--- src/rtl/acondicionador_pulsadores.sv ---
// Push-button conditioner for the BASYS2 board.
// Each raw button goes through a two-flop synchronizer and then through its
// own debounce FSM. The FSM produces a clean level plus one-cycle press and
// release strobes, all registered on clk.
module acondicionador_pulsadores #(
  parameter int N_BTN           = 3,
  parameter int DEBOUNCE_CYCLES = 500000,
  parameter int CNT_W           = 19
) (
  input  logic             clk,
  input  logic             botonreset,
  input  logic [N_BTN-1:0] btn_raw,
  output logic [N_BTN-1:0] btn_level,
  output logic [N_BTN-1:0] btn_press,
  output logic [N_BTN-1:0] btn_release
);

  typedef enum logic [1:0] {
    ST_IDLE      = 2'd0,
    ST_CHK_PRESS = 2'd1,
    ST_PRESSED   = 2'd2,
    ST_CHK_REL   = 2'd3
  } state_t;

  // Last count value before a candidate level is accepted. The counter runs
  // 0..D-1 while in a CHK state, so the input is seen stable D consecutive
  // times after the state is entered.
  localparam logic [CNT_W-1:0] LP_CNT_LAST = CNT_W'(DEBOUNCE_CYCLES - 1);
  localparam logic [CNT_W-1:0] LP_CNT_ONE  = CNT_W'(1);

  logic [N_BTN-1:0] r_s1;
  logic [N_BTN-1:0] r_s2;

  // Two-flop synchronizer for the asynchronous button inputs
  always_ff @(posedge clk or posedge botonreset) begin
    if (botonreset) begin
      r_s1 <= '0;
      r_s2 <= '0;
    end else begin
      r_s1 <= btn_raw;
      r_s2 <= r_s1;
    end
  end

  genvar g;
  generate
    for (g = 0; g < N_BTN; g++) begin : g_btn
      state_t           r_state;
      state_t           w_state_nxt;
      logic [CNT_W-1:0] r_cnt;
      logic [CNT_W-1:0] w_cnt_nxt;
      logic             r_level;
      logic             w_level_nxt;
      logic             r_press;
      logic             w_press_nxt;
      logic             r_release;
      logic             w_release_nxt;
      logic             w_in;
      logic             w_cnt_done;

      assign w_in       = r_s2[g];
      assign w_cnt_done = (r_cnt == LP_CNT_LAST);

      // State, counter and registered outputs; reset aborts everything to IDLE
      always_ff @(posedge clk or posedge botonreset) begin
        if (botonreset) begin
          r_state   <= ST_IDLE;
          r_cnt     <= '0;
          r_level   <= 1'b0;
          r_press   <= 1'b0;
          r_release <= 1'b0;
        end else begin
          r_state   <= w_state_nxt;
          r_cnt     <= w_cnt_nxt;
          r_level   <= w_level_nxt;
          r_press   <= w_press_nxt;
          r_release <= w_release_nxt;
        end
      end

      // Debounce next-state logic: a level change is accepted only after the
      // synchronized input holds the new value for D samples in a CHK state
      always_comb begin
        w_state_nxt   = r_state;
        w_cnt_nxt     = r_cnt;
        w_level_nxt   = r_level;
        w_press_nxt   = 1'b0;
        w_release_nxt = 1'b0;
        case (r_state)
          ST_IDLE: begin
            w_level_nxt = 1'b0;
            if (w_in) begin
              w_state_nxt = ST_CHK_PRESS;
              w_cnt_nxt   = '0;
            end
          end
          ST_CHK_PRESS: begin
            w_level_nxt = 1'b0;
            if (!w_in) begin
              w_state_nxt = ST_IDLE;
            end else if (w_cnt_done) begin
              w_state_nxt = ST_PRESSED;
              w_level_nxt = 1'b1;
              w_press_nxt = 1'b1;
            end else begin
              w_cnt_nxt = r_cnt + LP_CNT_ONE;
            end
          end
          ST_PRESSED: begin
            w_level_nxt = 1'b1;
            if (!w_in) begin
              w_state_nxt = ST_CHK_REL;
              w_cnt_nxt   = '0;
            end
          end
          ST_CHK_REL: begin
            w_level_nxt = 1'b1;
            if (w_in) begin
              w_state_nxt = ST_PRESSED;
            end else if (w_cnt_done) begin
              w_state_nxt   = ST_IDLE;
              w_level_nxt   = 1'b0;
              w_release_nxt = 1'b1;
            end else begin
              w_cnt_nxt = r_cnt + LP_CNT_ONE;
            end
          end
          default: begin
            w_state_nxt = ST_IDLE;
            w_cnt_nxt   = '0;
            w_level_nxt = 1'b0;
          end
        endcase
      end

      assign btn_level[g]   = r_level;
      assign btn_press[g]   = r_press;
      assign btn_release[g] = r_release;
    end
  endgenerate

endmodule

--- config.mk ---
export PLATFORM = sky130hd
export DESIGN_NAME = acondicionador_pulsadores
export DESIGN_NICKNAME = d
export VERILOG_FILES = /design/src/rtl/acondicionador_pulsadores.sv
export SDC_FILE = /design/constraint.sdc
export NUM_CORES = 1
export LEC_CHECK = 0
export ABC_AREA = 1
export BUFFER_PORTS_ARGS = -buffer_cell sky130_fd_sc_hd__clkbuf_2
export CORE_ASPECT_RATIO = 0.9
export CORE_MARGIN = 3
export CORE_UTILIZATION = 28
export DETAILED_ROUTE_END_ITERATION = 6
export GPL_TIMING_DRIVEN = 0
export PLACE_DENSITY = 0.51
export REMOVE_ABC_BUFFERS = 1
export SYNTH_ARGS = -nofsm -noshare
export SYNTH_HDL_FRONTEND = slang
export SYNTH_SLANG_ARGS = --single-unit
export TNS_END_PERCENT = 5
--- constraint.sdc ---
create_clock -name clk -period 2.8 [get_ports clk]
set_input_delay 0.42 -clock clk [delete_from_list [all_inputs] [get_ports clk]]
set_output_delay 0.42 -clock clk [all_outputs]
set_load 0.01 [all_outputs]
==> run_results.csv <==
group,metric,value,unit
status,outcome,"finished clean",
cts,post_cts.repair.setup_buffers,0,
global_route,grt_max_degree,56,
power_and_ir_drop,ir_drop,0.403,mV
routing,detail_route.vias_per_cell,4.61,
die,initial_core_util,29.2,%
timing,hold_violations,0,
power_and_ir_drop,share_clk_of_total_power,50.5,%
worst_setup_path,top_fanout_value_on_the_critical_path,22,
timing,maxSlewHeadroom,48.6,%
logic_synthesis,avgSynthCellArea,7.27,um^2
cells_and_area,fillers,1706,
cells_and_area,flow.area_growth_from_synthesis,11.1,%
global_route,grt_pass1_wl,17700,um
logic_synthesis,synth-warning-count,0,
die,die_width,141,um
placed_design,gp_congestion,0.920,
cts,cts_hold_buf,0,
logic_synthesis,ys_seq_elements,78,
cts,tritoncts,"built",
die,full_die_area,0.0180,mm^2
timing,timing.clock.skew,0.00887,ns
worst_setup_path,timing.critical_path.slowest_stage_cell,"sky130_fd_sc_hd__nand2_1",
power_and_ir_drop,pwr_density_cell,517,mW/mm^2
worst_setup_path,worst_ep_required_time,2.98,ns
cts,clk_pin_slew_worst_paths,0.06,ns
die,rows,43,
hold_path,holdCritPathClass,"primary input to asynchronous set/reset pin",
logic_synthesis,yosys.cell_types.count,30,
power_and_ir_drop,power_switching,0.573,mW
timing,final_max_slew_viol_count,0,
routing,post-route-drc-count,0,
logic_synthesis,syn_area,0.00461,mm^2
die,core-area,0.0158,mm^2
worst_setup_path,worst-setup-path-type,"flip-flop to flip-flop",
worst_setup_path,worst-path-buf-inv,1,
power_and_ir_drop,internal_power,2.07,mW
logic_synthesis,async_flop_share,100,%
logic_synthesis,yosys_most_used_dff,"sky130_fd_sc_hd__dfrtp_1",
cells_and_area,final_util,32.5,%
cts,clock_insertion_delay_worst_skew,0.33,ns
worst_setup_path,cp_slowest_stage_delay,0.57,ns
power_and_ir_drop,power.share.combinational,4.3,%
timing,fin_crit_sh,82.1,%
timing,final-setup-viol-count,0,
timing,timing.final.crit_period,2.30,ns
routing,drtPass1Iterations,4,
logic_synthesis,seq_area_frac_synth,42.3,%
global_route,gr-usage-all-layers,11.8,%
cells_and_area,layout_commonest_cell,"sky130_fd_sc_hd__nand2_1",
cts,cts_buffers,9,
worst_setup_path,critPathLaunchType,"flip-flop",
global_route,grt_overflow_total,0,
worst_setup_path,timing.critical_path.arrival,2.48,ns
cts,cts_max_path_buffers,2,
logic_synthesis,netlist.top_cell.by_area,"sky130_fd_sc_hd__dfrtp_1",
placed_design,placed_cell_area,0.00478,mm^2
logic_synthesis,synth_top_cells_by_area,"sky130_fd_sc_hd__dfrtp_1 42%, sky130_fd_sc_hd__nand2_1 15%, sky130_fd_sc_hd__nand3_1 7.4%",
timing,rsz_0062_raised_after_global_routing,"false",
worst_setup_path,endpoint_kind,"flip-flop",
die,die_h,128,um
logic_synthesis,synth-edff-count,0,
routing,drt-initial-drc-count,256,
placed_design,dp.final_hpwl,7170,um
routing,wl_per_cell,11.8,um
cells_and_area,share_of_cells_above_drive_strength_1,8.31,%
cts,cts_resized,0,
power_and_ir_drop,switching_fraction,21.7,%
cts,cts-root-buf,"sky130_fd_sc_hd__clkbuf_16",
die,num_io_pins,14,
worst_setup_path,reg2reg_slack,0.50,ns
placed_design,count_of_buffers_inserted_at_the_top_level_ports,13,
routing,postRouteAntennaNets,0,
worst_setup_path,worst_path_dominant_cell_family,"simple AND/OR/NAND/NOR gates",
logic_synthesis,syn_inst,634,
power_and_ir_drop,seqPwrFrac,45.1,%
cells_and_area,antennaDiodeCount,0,
cts,cts.sink_count,78,
routing,detailroute.via_count,3870,
timing,fmax,435,MHz
cells_and_area,final_cell_mix,"190 x sky130_fd_sc_hd__nand2_1, 80 x sky130_fd_sc_hd__nor2_1, 78 x sky130_fd_sc_hd__dfrtp_1",
global_route,via_count_of_the_first_global_routing_pass,3680,
power_and_ir_drop,power.static_leakage,2.15,nW
global_route,grt_antenna_before_repair,0,
logic_synthesis,synth_top_cell_area_share,42.3,%
cells_and_area,layout.nets,642,
cells_and_area,summed_area_of_non_filler_cells_in_the_final_layout,0.00512,mm^2
routing,route.final.wire_length,9940,um
flow_run,maxCapViolations,0,
timing,max_slew.worst_pin.slew,0.771,ns
cts,cts_htree_levels,3,
worst_setup_path,crit_path_cell_trace,"ha_1, nand3_1, inv_1, nand4_2, nand2_1, o21ai_0",
sequential cells by signal, indices dropped and copies added, names as in the netlist, named ones only:
signal           cells
r_s1                 3
g_btn.r_press        3
g_btn.r_release      3
g_btn.r_level        3
g_btn.r_cnt         57
g_btn.r_state        3
r_s2                 3
routing by layer:
metal | vias up | part of all wire [%] | wire length (um) | track usage (%)
met2 | 49 | 45 | 4470 | 18.5
li1 | 2030 | - | - | -
met5 | - | 0 | 0 | 0
met4 | 0 | 1.0 | 104 | 2.74
met1 | 1783 | 51 | 5060 | 16.5
met3 | 8 | 3.1 | 312 | 2.72
final timing paths:
kind,startpoint,end,depth (start not counted)
worst max-delay path,g_btn[2].r_cnt[0]$_DFFE_PP0P_,g_btn[2].r_cnt[17]$_DFFE_PP0P_,6
worst min-delay path,botonreset,g_btn[1].r_release$_DFF_PP0_,2
worst max register to register,g_btn[2].r_cnt[0]$_DFFE_PP0P_,g_btn[2].r_cnt[17]$_DFFE_PP0P_,6
worst min register to register,r_s1[1]$_DFF_PP0_,r_s2[1]$_DFF_PP0_,0
max in group asynchronous,botonreset,g_btn[0].r_cnt[10]$_DFFE_PP0P_,3
min in group clk,btn_raw[0],r_s1[0]$_DFF_PP0_,1
through the flow:
stage	setup slack (ns)	total power, mW	instances	hold slack, ns	setup TNS [ns]
6_report	0.503	2.65	840	0.0456	0
5_1_grt	0.201	2.76	840	0.0747	0
4_1_cts	0.188	2.69	840	0.0580	0
3_5_place_dp	0.196	1.33	825	0.342	0
3_3_place_gp	-0.681	1.32	824	0.337	-52.36
2_1_floorplan	0.385	1.28	609	0.331	0
power groups by stage:
stage	clock network (mW)	registers, mW	logic (mW)
CTS	1.37	1.19	0.119
global placement	0	1.21	0.110
finish	1.34	1.19	0.115
detailed placement	0	1.21	0.118
global route	1.42	1.20	0.135
floorplan	0	1.20	0.0817
logic make-up after synthesis:
group | count (synthesis) | synth area share [%]
simple gates | 386 | 36.4
buf+inv | 87 | 9.01
flops | 78 | 42.3
compound gates | 59 | 7.44
xor+xnor | 21 | 3.99
fa+ha+maj | 3 | 0.814
worst reg2reg max path, delay by kind of cell, from the launching register on:
| family | cells | cell delay, ns |
|---|---|---|
| compound gates | 1 | 0.20 |
| fa+ha+maj | 1 | 0.37 |
| buf+inv | 1 | 0.18 |
| flops | 1 | 0.47 |
| simple gates | 3 | 0.94 |
synth_stat cells (4+ instances only):
cell / instances
sky130_fd_sc_hd__nor3_1: 10
sky130_fd_sc_hd__or2_2: 4
sky130_fd_sc_hd__dfrtp_1: 78
sky130_fd_sc_hd__nor2_1: 81
sky130_fd_sc_hd__o21ai_2: 10
sky130_fd_sc_hd__xor2_1: 20
sky130_fd_sc_hd__o21ai_1: 10
sky130_fd_sc_hd__o21bai_1: 4
sky130_fd_sc_hd__inv_1: 59
sky130_fd_sc_hd__nand3_1: 68
sky130_fd_sc_hd__and2_1: 4
sky130_fd_sc_hd__buf_4: 13
sky130_fd_sc_hd__nand4_1: 14
sky130_fd_sc_hd__buf_6: 4
sky130_fd_sc_hd__nand3b_1: 8
sky130_fd_sc_hd__nand2_1: 190
sky130_fd_sc_hd__o21ai_0: 31
sky130_fd_sc_hd__a21oi_1: 4
cell type report:
cell class	instances	area (um^2)	area share, %
Timing Repair Buffer	14	92.6	1.81
Sequential cell	78	1950	38.1
Tap cell	202	253	4.94
Inverter	62	240	4.69
Clock buffer	11	243	4.74
Clock inverter	4	95.1	1.86
Multi-Input combinational cell	469	2240	43.8
No activity file was read; power rests on OpenSTA's default activity.
